===== src/rtl/rom_arb_pkg.sv =====
// Shared types for the ROM port arbiter: requester limits, index width helper
// and the {valid, idx} tag carried alongside each ROM read.
package rom_arb_pkg;

    localparam int MAX_REQ = 8;
    localparam int IDX_W   = $clog2(MAX_REQ);

    // Index width for a given requester count; never narrower than one bit.
    function automatic int idx_w(input int n);
        return (n < 2) ? 1 : $clog2(n);
    endfunction

    typedef logic [IDX_W-1:0] idx_t;

    typedef struct packed {
        logic valid;
        idx_t idx;
    } tag_t;

endpackage


===== src/rtl/rom_port_arbiter_if.sv =====
// Requester and ROM-side signals of the ROM port arbiter, bundled with
// modports for the arbiter (slave) and the surrounding logic (master).
interface rom_port_arbiter_if #(
    parameter int NUM_REQ = 6,
    parameter int ADDR_W  = 18,
    parameter int DATA_W  = 4
);

    // Handshake: req[i] is a level held (with a stable req_addr slice) until
    // gnt[i] pulses for one cycle; req[i] still high the cycle after gnt[i]
    // is a new request, dropping req[i] before gnt[i] withdraws it. Each
    // issued request returns exactly one rsp_valid[i] pulse, in issue order.
    logic [NUM_REQ-1:0]        req;
    logic [NUM_REQ*ADDR_W-1:0] req_addr;
    logic [NUM_REQ-1:0]        gnt;
    logic                      rom_en;
    logic [ADDR_W-1:0]         rom_addr;
    logic [DATA_W-1:0]         rom_q;
    logic [NUM_REQ-1:0]        rsp_valid;
    logic [DATA_W-1:0]         rsp_data;

    modport slave (
        input  req, req_addr, rom_q,
        output gnt, rom_en, rom_addr, rsp_valid, rsp_data
    );

    modport master (
        output req, req_addr, rom_q,
        input  gnt, rom_en, rom_addr, rsp_valid, rsp_data
    );

endinterface


===== src/rtl/rom_port_arbiter_rr_pick.sv =====
// Combinational round-robin picker: first set request bit at or after ptr,
// wrapping from NUM_REQ-1 back to 0.
module rr_pick #(
    parameter int NUM_REQ = 6,
    parameter int IW      = 3
) (
    input  logic [NUM_REQ-1:0] req,
    input  logic [IW-1:0]      ptr,
    output logic               any,
    output logic [IW-1:0]      idx
);

    logic [IW:0]   cand;
    logic [IW-1:0] cand_idx;

    // Walk offsets from farthest to nearest so the nearest hit is the last write.
    always_comb begin
        any      = 1'b0;
        idx      = '0;
        cand     = '0;
        cand_idx = '0;
        for (int k = NUM_REQ - 1; k >= 0; k--) begin
            cand = {1'b0, ptr} + (IW + 1)'(k);
            if (cand >= (IW + 1)'(NUM_REQ)) begin
                cand = cand - (IW + 1)'(NUM_REQ);
            end
            cand_idx = cand[IW-1:0];
            if (req[cand_idx]) begin
                any = 1'b1;
                idx = cand_idx;
            end
        end
    end

endmodule


===== src/rtl/rom_port_arbiter.sv =====
// Round-robin arbiter sharing one synchronous ROM read port among NUM_REQ
// requesters. Define ROM_ARB_PRIO0_EN to give requester 0 strict priority.
module rom_port_arbiter
    import rom_arb_pkg::*;
#(
    parameter int  NUM_REQ = 6,
    parameter int  ADDR_W  = 18,
    parameter int  DATA_W  = 4,
    parameter int  ROM_LAT = 2,
    localparam int IW      = idx_w(NUM_REQ)
) (
    input  logic               clk,
    input  logic               reset_n,
    rom_port_arbiter_if.slave  bus,
    output logic [IW-1:0]      rr_ptr_dbg
);

    if (NUM_REQ < 2 || NUM_REQ > MAX_REQ) begin : g_bad_num_req
        $error("rom_port_arbiter: NUM_REQ must be 2..%0d", MAX_REQ);
    end
    if (ROM_LAT < 1 || ROM_LAT > 4) begin : g_bad_rom_lat
        $error("rom_port_arbiter: ROM_LAT must be 1..4");
    end

    logic [IW-1:0]      rr_ptr;
    logic [IW-1:0]      ptr_next;
    logic [IW-1:0]      pick_idx;
    logic [IW-1:0]      win_idx;
    logic [IW-1:0]      issue_idx;
    logic               pick_any;
    logic               win_any;
    logic [NUM_REQ-1:0] pick_req;
    logic [ADDR_W-1:0]  win_addr;

    logic [NUM_REQ-1:0] gnt_r;
    logic               rom_en_r;
    logic [ADDR_W-1:0]  rom_addr_r;
    logic [NUM_REQ-1:0] rsp_valid_r;
    logic [DATA_W-1:0]  rsp_data_r;

    tag_t tag_pipe [ROM_LAT];
    tag_t tag_out;

    // With priority enabled requester 0 is removed from the rotation and
    // overrides it below, so the pointer only reflects the other requesters.
    always_comb begin
`ifdef ROM_ARB_PRIO0_EN
        pick_req = bus.req & ~NUM_REQ'(1);
`else
        pick_req = bus.req;
`endif
    end

    rr_pick #(
        .NUM_REQ (NUM_REQ),
        .IW      (IW)
    ) u_pick (
        .req (pick_req),
        .ptr (rr_ptr),
        .any (pick_any),
        .idx (pick_idx)
    );

    always_comb begin
        win_any  = pick_any;
        win_idx  = pick_idx;
        ptr_next = rr_ptr;
        if (pick_any) begin
            ptr_next = (pick_idx == IW'(NUM_REQ - 1)) ? '0 : pick_idx + IW'(1);
        end
`ifdef ROM_ARB_PRIO0_EN
        if (bus.req[0]) begin
            win_any  = 1'b1;
            win_idx  = '0;
            ptr_next = rr_ptr;
        end
`endif
        win_addr = bus.req_addr[int'(win_idx)*ADDR_W +: ADDR_W];
    end

    // Issue stage: grant pulse, ROM enable/address and the winner's index.
    always_ff @(posedge clk or negedge reset_n) begin
        if (!reset_n) begin
            gnt_r      <= '0;
            rom_en_r   <= 1'b0;
            rom_addr_r <= '0;
            issue_idx  <= '0;
            rr_ptr     <= '0;
        end else begin
            gnt_r     <= win_any ? (NUM_REQ'(1) << win_idx) : '0;
            rom_en_r  <= win_any;
            issue_idx <= win_idx;
            rr_ptr    <= ptr_next;
            if (win_any) begin
                rom_addr_r <= win_addr;
            end
        end
    end

    // The issue register is the first ROM cycle, so ROM_LAT tag stages land
    // the tag on the same edge the ROM word becomes valid.
    always_ff @(posedge clk or negedge reset_n) begin
        if (!reset_n) begin
            for (int k = 0; k < ROM_LAT; k++) begin
                tag_pipe[k] <= '0;
            end
        end else begin
            tag_pipe[0] <= '{valid: rom_en_r, idx: idx_t'(issue_idx)};
            for (int k = 1; k < ROM_LAT; k++) begin
                tag_pipe[k] <= tag_pipe[k-1];
            end
        end
    end

    assign tag_out = tag_pipe[ROM_LAT-1];

    always_ff @(posedge clk or negedge reset_n) begin
        if (!reset_n) begin
            rsp_valid_r <= '0;
            rsp_data_r  <= '0;
        end else begin
            rsp_valid_r <= tag_out.valid ? (NUM_REQ'(1) << tag_out.idx) : '0;
            if (tag_out.valid) begin
                rsp_data_r <= bus.rom_q;
            end
        end
    end

    assign bus.gnt       = gnt_r;
    assign bus.rom_en    = rom_en_r;
    assign bus.rom_addr  = rom_addr_r;
    assign bus.rsp_valid = rsp_valid_r;
    assign bus.rsp_data  = rsp_data_r;
    assign rr_ptr_dbg    = rr_ptr;

endmodule


===== src/flat_wrapper.sv =====
// flat-port wrapper written by rule: the top's interface ports become plain ports
module rom_port_arbiter_flat import rom_arb_pkg::*;
#(
    parameter int  NUM_REQ = 6,
    parameter int  ADDR_W  = 18,
    parameter int  DATA_W  = 4,
    parameter int  ROM_LAT = 2,
    localparam int IW      = idx_w(NUM_REQ)
)
  (clk, reset_n, rr_ptr_dbg, bus_req, bus_req_addr, bus_rom_q, bus_gnt, bus_rom_en, bus_rom_addr, bus_rsp_valid, bus_rsp_data);
  rom_port_arbiter_if #(.NUM_REQ(NUM_REQ), .ADDR_W(ADDR_W), .DATA_W(DATA_W)) bus_i ();
  input  logic clk;
  input  logic reset_n;
  output logic [IW-1:0] rr_ptr_dbg;
  input wire logic [$bits(bus_i.req)-1:0] bus_req;
  input wire logic [$bits(bus_i.req_addr)-1:0] bus_req_addr;
  input wire logic [$bits(bus_i.rom_q)-1:0] bus_rom_q;
  output wire logic [$bits(bus_i.gnt)-1:0] bus_gnt;
  output wire logic [$bits(bus_i.rom_en)-1:0] bus_rom_en;
  output wire logic [$bits(bus_i.rom_addr)-1:0] bus_rom_addr;
  output wire logic [$bits(bus_i.rsp_valid)-1:0] bus_rsp_valid;
  output wire logic [$bits(bus_i.rsp_data)-1:0] bus_rsp_data;
  assign bus_i.req = bus_req;
  assign bus_i.req_addr = bus_req_addr;
  assign bus_i.rom_q = bus_rom_q;
  assign bus_gnt = bus_i.gnt;
  assign bus_rom_en = bus_i.rom_en;
  assign bus_rom_addr = bus_i.rom_addr;
  assign bus_rsp_valid = bus_i.rsp_valid;
  assign bus_rsp_data = bus_i.rsp_data;
  rom_port_arbiter #(.NUM_REQ(NUM_REQ), .ADDR_W(ADDR_W), .DATA_W(DATA_W), .ROM_LAT(ROM_LAT)) u_core (.clk(clk), .reset_n(reset_n), .bus(bus_i), .rr_ptr_dbg(rr_ptr_dbg));
endmodule

===== config.mk =====
export PLATFORM = sky130hd
export DESIGN_NAME = rom_port_arbiter_flat
export DESIGN_NICKNAME = d
export VERILOG_FILES = /design/src/rtl/rom_arb_pkg.sv /design/src/rtl/rom_port_arbiter_if.sv /design/src/rtl/rom_port_arbiter_rr_pick.sv /design/src/rtl/rom_port_arbiter.sv /design/src/flat_wrapper.sv
export SDC_FILE = /design/constraint.sdc
export NUM_CORES = 1
export LEC_CHECK = 0
export BUFFER_PORTS_ARGS = -buffer_cell sky130_fd_sc_hd__buf_2
export CORE_MARGIN = 5
export CORE_UTILIZATION = 51
export DETAILED_ROUTE_END_ITERATION = 12
export PLACE_DENSITY = 0.84
export SLEW_MARGIN = 20
export SYNTH_ARGS = -nofsm -noshare
export SYNTH_HDL_FRONTEND = slang
export SYNTH_HIERARCHICAL = 1
export SYNTH_SLANG_ARGS = --single-unit
export TNS_END_PERCENT = 100

===== constraint.sdc =====
create_clock -name clk -period 7.41 [get_ports clk]
set_clock_uncertainty 0.2 [all_clocks]
set_input_delay 1.482 -clock clk [delete_from_list [all_inputs] [get_ports clk]]
set_output_delay 1.482 -clock clk [all_outputs]
set_load 0.01 [all_outputs]

==> impl_summary.txt, run 1 <==
----------------------------------------------------
[Run status]
  Status ... completed

[CTS]
  TritonCTS clock tree ... yes
  Clock slew seen by the registers of the worst setup and hold paths ... 100 ps
  CTS sink cnt ... 49
  Hold Buf Count CTS ... 0
  Clk_lat worst skew ... 300 ps
  Post-cts repair resize count ... 0
  H-tree level count ... 2
  Number of buffers created by CTS ... 5
  Clock root buffer ... sky130_fd_sc_hd__clkbuf_8
  Number of post-CTS setup repair buffers ... 0
  Deepest clock path buffer count ... 2

[Critical path]
  Buffers plus inverters on the worst setup path ... 2
  CP endpoint kind ... flip-flop
  Worst reg2reg startpoint ... u_core/rr_ptr_dbg[0]$_DFFE_PN0P_
  Crit path required time ... 7410 ps
  Arrival time of data at the critical path endpoint ... 4960 ps
  Depth of the worst register-to-register path ... 12
  CP Class ... reg -> reg
  Reg2reg setup slack ... 2450 ps
  Kind of start point of the critical path ... flip-flop
  Category of cells accounting for the largest share of critical-path delay ... compound AO/OA/AOI/OAI gates
  Crit Path Max Fanout ... 21
  Critical path's slowest cell ... sky130_fd_sc_hd__dfrtp_1
  FF-to-FF End ... u_core/rr_ptr_dbg[2]$_DFFE_PN0P_
  Cell chain of the critical path ... inv_1 -> ha_1 -> and3_1 -> a21oi_1 -> nor3b_1 -> a221o_1 -> a21oi_1 -> o21ai_0 -> inv_1 -> ha_1 -> o21ba_2 -> mux2_2
  Crit path largest cell delay ... 850 ps

[Route]
  Detailed-route DRC error count ... 0
  Number of vias per cell ... 5.68
  Drt wl/cell ... 17.6 µm
  Initial detailed-routing violation count ... 148
  Final antenna-violating net count ... 0
  Via count ... 2951
  Drt pass-1 iters ... 4
  Total wire length ... 9170 µm

[Placed design]
  Detailed placement HPWL ... 6910 µm
  Dpl cells ... 512
  Count of buffers inserted at the top-level ports ... 157
  Gp weighted congestion ... 0.912
  Post-Place Cell Area ... 4050 µm²

[Power and ir drop]
  Leak ... 2.01 nW
  Net switching power of the design ... 0.00130 W
  Clk pwr share ... 5.4%
  Proportion of power drawn by flip-flops and latches ... 16.9%
  Gate power share ... 77.7%
  Worst VDD drop ... 881 µV
  Sw frac ... 45.4%
  Power per standard cell area ... 692 nW/µm²
  Cell-internal power ... 0.00156 W

[GRT]
  Initial antenna violation count ... 0
  Number of global-route vias before repair ... 2932
  Gr ovfl total ... 0
  Global-route wire length before repair ... 15000 µm
  Pin count of the biggest net entering global routing ... 50
  GRT Overall Usage ... 22.4%

[STA]
  Final setup violation count ... 0
  Worst-case headroom to the max-slew limit ... 47.0%
  FMAX ... 202 MHz
  Total count of max-transition violations in the final report ... 0
  Worst-margin pin slew ... 794 ps
  Minimum period implied by the final worst setup slack ... 4960 ps
  Total negative slack ... 0 ps
  Unrepaired setup endpoints after global routing ... false
  Post-route fraction of the period consumed by the critical path ... 66.9%
  Number of hold-slack violations in the final timing report ... 0

[Finish]
  Final standard cell count with taps included and fillers excluded ... 520
  Share of post-route cells with drive strength above 1 ... 49.4%
  Most frequent cells in the layout ... 156 x sky130_fd_sc_hd__buf_2, 49 x sky130_fd_sc_hd__dfrtp_1, 28 x sky130_fd_sc_hd__nor2_1, 27 x sky130_fd_sc_hd__mux2_2, 26 x sky130_fd_sc_hd__a21oi_1
  Leading cell type in the layout, fill and taps excluded ... sky130_fd_sc_hd__buf_2
  Relative area change from synthesis to final layout ... 26.4%
  Post-route cell area ... 4140 µm²
  Final nets ... 572
  Antenna diode count ... 0

[Worst hold path]
  Min-Delay Path Class ... reg -> reg
  Worst Hold Depth ... 0
  Origin of the worst min-delay path ... u_core/tag_pipe[4]$_DFF_PN0_
  Worst Hold Endpoint ... u_core/tag_out[0]$_DFF_PN0_

[Floorplan]
  Number of rows created at floorplan ... 29
  Die Footprint ... 8120 µm²
  Chip Height ... 90.1 µm
  Io pins ... 158
  Area inside the core boundary ... 6310 µm²
  Starting density of the core ... 51.8%
  Die Span X ... 90.1 µm

[Yosys]
  Total standard cell area after synthesis ... 3270 µm²
  Proportion of register bits with asynchronous set or reset after synthesis ... 100%
  Number of enable-type register cells in the synthesized netlist ... 0
  Yosys warns ... 6
  Synth Instances ... 296
  Count of different cell masters after synthesis ... 48
  Most common flop cell mapped by yosys ... sky130_fd_sc_hd__dfrtp_1
  Avg Inst Size Synth ... 11.1 µm²
  Flip-flop and latch count after synthesis ... 49
  Fraction of the yosys area taken by sequential cells ... 37.5%
  Net count of the mapped netlist ... 426

[Run]
  Reported max-cap violation count ... 0

----------------------------------------------------
[how the worst max path moves through the flow]
stage	start	endpoint	depth (start not counted)
detailed placement	bus_req[2]	u_core/rr_ptr_dbg[2]$_DFFE_PN0P_	12
global route	u_core/rr_ptr_dbg[0]$_DFFE_PN0P_	u_core/rr_ptr_dbg[2]$_DFFE_PN0P_	12
CTS	u_core/rr_ptr_dbg[0]$_DFFE_PN0P_	u_core/rr_ptr_dbg[2]$_DFFE_PN0P_	12
global placement	bus_req[2]	u_core/rr_ptr_dbg[2]$_DFFE_PN0P_	12
floorplan	bus_req[2]	u_core/rr_ptr_dbg[2]$_DFFE_PN0P_	14
finish	u_core/rr_ptr_dbg[0]$_DFFE_PN0P_	u_core/rr_ptr_dbg[2]$_DFFE_PN0P_	12
[routing by layer]
layer / global-route usage (%) / vias to the layer above / wire length [µm]
met5: 0 / - / 0
met4: 6.08 / 0 / 130
met3: 4.59 / 12 / 583
met2: 37.4 / 115 / 4640
met1: 29.7 / 1424 / 3820
li1: - / 1400 / -
[worst register-to-register path: cells and delay by family, from the launching register on]
| family | cells | cell delay, ps |
|---|---|---|
| simple gates | 2 | 500 |
| fa+ha+maj | 2 | 970 |
| compound gates | 5 | 1330 |
| flops | 1 | 850 |
| mux | 1 | 250 |
| buf+inv | 2 | 760 |
[power by group through the flow]
stage | registers, W | logic (W) | clock network, W
3_5_place_dp | 0.000491 | 0.00221 | 0
3_3_place_gp | 0.000486 | 0.00214 | 0
2_1_floorplan | 0.000502 | 0.00185 | 0
6_report | 0.000485 | 0.00222 | 0.000154
4_1_cts | 0.000486 | 0.00222 | 0.000160
5_1_grt | 0.000503 | 0.00244 | 0.000171
[logic make-up after synthesis]
logic type	Yosys count	share of synthesized area (%)
buf+inv	30	5.70
mux	58	25.9
simple gates	73	11.5
fa+ha+maj	10	3.82
compound gates	72	14.5
xor+xnor	4	1.07
flops	49	37.5
[synthesized netlist by cell type, types with 4 or more instances]
| cell type | count | area share [%] |
|---|---|---|
| sky130_fd_sc_hd__ha_1 | 10 | 3.8 |
| sky130_fd_sc_hd__a22oi_1 | 18 | 4.1 |
| sky130_fd_sc_hd__nand2b_1 | 4 | 0.76 |
| sky130_fd_sc_hd__nor2_1 | 28 | 3.2 |
| sky130_fd_sc_hd__dfrtp_1 | 49 | 37 |
| sky130_fd_sc_hd__mux2i_1 | 13 | 4.0 |
| sky130_fd_sc_hd__nor3b_1 | 4 | 0.92 |
| sky130_fd_sc_hd__mux2_2 | 27 | 9.3 |
| sky130_fd_sc_hd__buf_6 | 5 | 1.7 |
| sky130_fd_sc_hd__nand2_1 | 7 | 0.80 |
| sky130_fd_sc_hd__nor3_1 | 11 | 1.7 |
| sky130_fd_sc_hd__o21ai_0 | 9 | 1.4 |
| sky130_fd_sc_hd__nand3_1 | 4 | 0.61 |
| sky130_fd_sc_hd__buf_2 | 5 | 0.76 |
| sky130_fd_sc_hd__clkbuf_1 | 8 | 0.92 |
| sky130_fd_sc_hd__inv_1 | 8 | 0.92 |
| sky130_fd_sc_hd__mux4_2 | 16 | 11 |
| sky130_fd_sc_hd__a21oi_1 | 26 | 4.0 |
[through the flow]
stage	hold slack (ps)	util (%)	setup slack, ps	power, W
detailed placement	136	64.1	2350	0.00270
finish	149	65.5	2450	0.00286
CTS	148	65.5	2490	0.00286
global placement	133	64.1	2460	0.00262
floorplan	131	-	3060	0.00236
global route	157	65.5	2040	0.00312
[final cells by class]
| class | instances | area [µm²] |
|---|---|---|
| Timing Repair Buffer | 161 | 818 |
| Tap cell | 77 | 96.3 |
| Inverter | 8 | 30.0 |
| Clock inverter | 2 | 15.0 |
| Sequential cell | 49 | 1230 |
| Clock buffer | 6 | 72.6 |
| Fill cell | 536 | 2180 |
| Multi-Input combinational cell | 217 | 1880 |
[flip-flops by register name (all words and copies together) (netlist names)]
name / flops
u_core/bus.rsp_valid: 6
u_core/bus.rom_en: 1
u_core/bus.gnt: 6
u_core/rr_ptr_dbg: 3
u_core/issue_idx: 3
u_core/tag_pipe: 4
u_core/tag_out: 4
u_core/bus.rom_addr: 18
u_core/bus.rsp_data: 4
No activity file was read; power rests on OpenSTA's default activity.
==> run 2, diff against run 1 <==
--- a/config.mk
+++ b/config.mk
@@ -5,11 +5,12 @@
 export SDC_FILE = /design/constraint.sdc
 export NUM_CORES = 1
 export LEC_CHECK = 0
+export ABC_AREA = 1
 export BUFFER_PORTS_ARGS = -buffer_cell sky130_fd_sc_hd__buf_2
 export CORE_MARGIN = 5
-export CORE_UTILIZATION = 51
+export CORE_UTILIZATION = 49
 export DETAILED_ROUTE_END_ITERATION = 12
-export PLACE_DENSITY = 0.84
+export PLACE_DENSITY = 0.79
 export SLEW_MARGIN = 20
 export SYNTH_ARGS = -nofsm -noshare
 export SYNTH_HDL_FRONTEND = slang
==> constraint.sdc (replaced) <==
create_clock -name clk -period 4.6 [get_ports clk]
set_clock_uncertainty 0.2 [all_clocks]
set_input_delay 0.92 -clock clk [delete_from_list [all_inputs] [get_ports clk]]
set_output_delay 0.92 -clock clk [all_outputs]
set_load 0.01 [all_outputs]
==> impl_summary.txt, run 2 <==
----------------------------------------------------
[Run status]
  Status ... completed

[Floorplan]
  Number of rows created at floorplan ... 31
  Die Footprint ... 9290 µm²
  Chip Height ... 96.4 µm
  Starting density of the core ... 50.4%
  Area inside the core boundary ... 7250 µm²
  Die Span X ... 96.4 µm
  Io pins ... 158

[Placed design]
  Worst-case setup slack after placement ... 514 ps
  Count of buffers inserted at the top-level ports ... 157
  Gp weighted congestion ... 0.858
  Detailed placement HPWL ... 8220 µm

[CTS]
  CTS sink cnt ... 49
  Clock root buffer ... sky130_fd_sc_hd__clkbuf_8
  H-tree level count ... 2
  Hold Buf Count CTS ... 0
  TritonCTS clock tree ... yes
  Clock slew seen by the registers of the worst setup and hold paths ... 100 ps
  Post-cts repair resize count ... 0
  Deepest clock path buffer count ... 2
  Clk_lat worst skew ... 310 ps
  Number of post-CTS setup repair buffers ... 0
  Number of buffers created by CTS ... 5

[Route]
  Final antenna-violating net count ... 0
  Number of vias per cell ... 5.12
  Initial detailed-routing violation count ... 288
  Via count ... 4207
  Drt wl/cell ... 13.3 µm
  Detailed-route DRC error count ... 0
  Drt pass-1 iters ... 5
  Total wire length ... 10900 µm

[Worst hold path]
  Min-Delay Path Class ... reg -> reg
  Origin of the worst min-delay path ... u_core/tag_pipe[7]$_DFF_PN0_

[Finish]
  Fill cell instance count of the final layout ... 687
  Final nets ... 851
  Most frequent cells in the layout ... 294 x sky130_fd_sc_hd__nand2_1, 156 x sky130_fd_sc_hd__buf_2, 76 x sky130_fd_sc_hd__nand3_1, 48 x sky130_fd_sc_hd__dfrtp_1, 36 x sky130_fd_sc_hd__inv_1
  Share of post-route cells with drive strength above 1 ... 28.1%
  Antenna diode count ... 0
  Number of flip-flops in the largest register ... 18
  Utilization after layout ... 63.0%
  Leading cell type in the layout, fill and taps excluded ... sky130_fd_sc_hd__nand2_1
  Relative area change from synthesis to final layout ... 24.8%

[STA]
  Unrepaired setup endpoints after global routing ... false
  Post-route fraction of the period consumed by the critical path ... 87.6%
  Total negative slack ... 0 ps
  Worst-margin pin slew ... 612 ps
  Minimum period implied by the final worst setup slack ... 4030 ps
  FMAX ... 248 MHz
  Post-route worst hold slack ... 158 ps
  Number of hold-slack violations in the final timing report ... 0
  Worst-case headroom to the max-slew limit ... 59.2%
  Total count of max-transition violations in the final report ... 0
  Final setup violation count ... 0
  Minimum setup slack in the final design ... 568 ps

[Yosys]
  Yosys warns ... 6
  Net count of the mapped netlist ... 707
  Proportion of register bits with asynchronous set or reset after synthesis ... 100%
  Most common flop cell mapped by yosys ... sky130_fd_sc_hd__dfrtp_1
  Synth Instances ... 577
  Count of different cell masters after synthesis ... 35
  Most instantiated library cell after synthesis ... sky130_fd_sc_hd__nand2_1
  Area share of the leading cell type in the synthesized netlist ... 33.5%
  Flip-flop and latch count after synthesis ... 49
  Post-synthesis cell type with the largest combined area ... sky130_fd_sc_hd__dfrtp_1
  Avg Inst Size Synth ... 6.34 µm²
  Top area cells in the synthesized netlist ... sky130_fd_sc_hd__dfrtp_1 34%, sky130_fd_sc_hd__nand2_1 30%, sky130_fd_sc_hd__nand3_1 10%
  Fraction of the yosys area taken by sequential cells ... 33.5%
  Number of enable-type register cells in the synthesized netlist ... 0
  Synth cell count leaders ... 295 x sky130_fd_sc_hd__nand2_1, 76 x sky130_fd_sc_hd__nand3_1, 49 x sky130_fd_sc_hd__dfrtp_1, 36 x sky130_fd_sc_hd__inv_1, 11 x sky130_fd_sc_hd__a21oi_1
  Total standard cell area after synthesis ... 3660 µm²

[Critical path]
  Startpoint of the most critical setup path ... u_core/rr_ptr_dbg[1]$_DFFE_PN0P_
  Crit path largest cell delay ... 580 ps
  Critical Path End ... u_core/bus.rom_addr[10]$_DFFE_PN0P_
  Depth of the worst register-to-register path ... 19
  Arrival time of data at the critical path endpoint ... 4080 ps
  Crit path required time ... 4650 ps
  FF-to-FF End ... u_core/bus.rom_addr[10]$_DFFE_PN0P_
  Kind of start point of the critical path ... flip-flop
  CP endpoint kind ... flip-flop
  Worst reg2reg startpoint ... u_core/rr_ptr_dbg[1]$_DFFE_PN0P_
  Crit Path Max Fanout ... 46
  Cell chain of the critical path ... inv_1 -> ha_1 -> nor2_2 -> o21ai_2 -> nand2_1 -> nand2_1 -> nand4_1 -> o21ai_2 -> inv_2 -> nand2_1 -> a21oi_1 -> nor2_4 -> buf_4 -> nand2_1 -> nand2_1 -> nand2_1 -> nand3_1 -> nand2_1 -> nand2_1
  Critical path's slowest cell ... sky130_fd_sc_hd__dfrtp_1
  CP Class ... reg -> reg
  Crit-path most repeated cell ... sky130_fd_sc_hd__nand2_1
  Reg2reg setup slack ... 570 ps

[Run]
  Reported max-cap violation count ... 0

[GRT]
  Global-route wire length before repair ... 16700 µm
  Pin count of the biggest net entering global routing ... 50
  GRT Overall Usage ... 22.7%
  Number of global-route vias before repair ... 3811
  Initial antenna violation count ... 0
  Gr ovfl total ... 0

----------------------------------------------------
run 2: kinds of logic after synthesis:
kind of cell             after synthesis  synth area share (%)
AO/OA/AOI/OAI                         33                  6.26
XOR/XNOR                               1                 0.239
adder cells (fa/ha/maj)               10                  3.42
buffers and inverters                 77                  9.92
flip-flops                            49                  33.5
AND/OR/NAND/NOR                      407                  46.6
run 2: how the worst min path moves through the flow:
stage	slack, ps	end	depth (start not counted)
finish	160	u_core/tag_out[3]$_DFF_PN0_	0
floorplan	130	u_core/tag_out[0]$_DFF_PN0_	0
detailed placement	140	u_core/tag_out[3]$_DFF_PN0_	0
global placement	130	u_core/tag_out[3]$_DFF_PN0_	0
CTS	160	u_core/tag_out[3]$_DFF_PN0_	0
global route	160	u_core/tag_out[3]$_DFF_PN0_	0
run 2: through the flow:
| step | area (µm²) | std cells |
|---|---|---|
| 3_5_place_dp | 4450 | 812 |
| 2_1_floorplan | 3660 | 577 |
| 3_3_place_gp | 4450 | 812 |
| 4_1_cts | 4550 | 820 |
| 6_report | 4570 | 821 |
| 5_1_grt | 4570 | 821 |
run 2: cell type report:
class	count	area, µm²	share of cell area (%)
multi-input cells	452	2090	45.8
flip-flops and latches	49	1230	26.9
repair buffers	164	841	18.4
inverters	49	186	4.08
well taps	99	124	2.71
clock buffers	5	68.8	1.51
clock inverters	3	28.8	0.630
run 2: worst max-delay path, delay by kind of cell (launching register included):
family | cells | cell delay [ps]
adder cells (fa/ha/maj) | 1 | 500
flip-flops | 1 | 580
AND/OR/NAND/NOR | 12 | 1500
AO/OA/AOI/OAI | 3 | 400
buffers and inverters | 3 | 760
run 2: routing by layer:
layer | track usage [%] | wire (µm) | up-vias
met1 | 28.9 | 4420 | 1928
li1 | - | - | 2085
met5 | 0 | 0 | -
met2 | 39.4 | 5370 | 182
met4 | 6.78 | 167 | 0
met3 | 3.56 | 926 | 12
Power of run 2 is left out: the tool's default activity adds up to more than one toggle a clock period on the data nets, which glitch-free logic cannot reach.
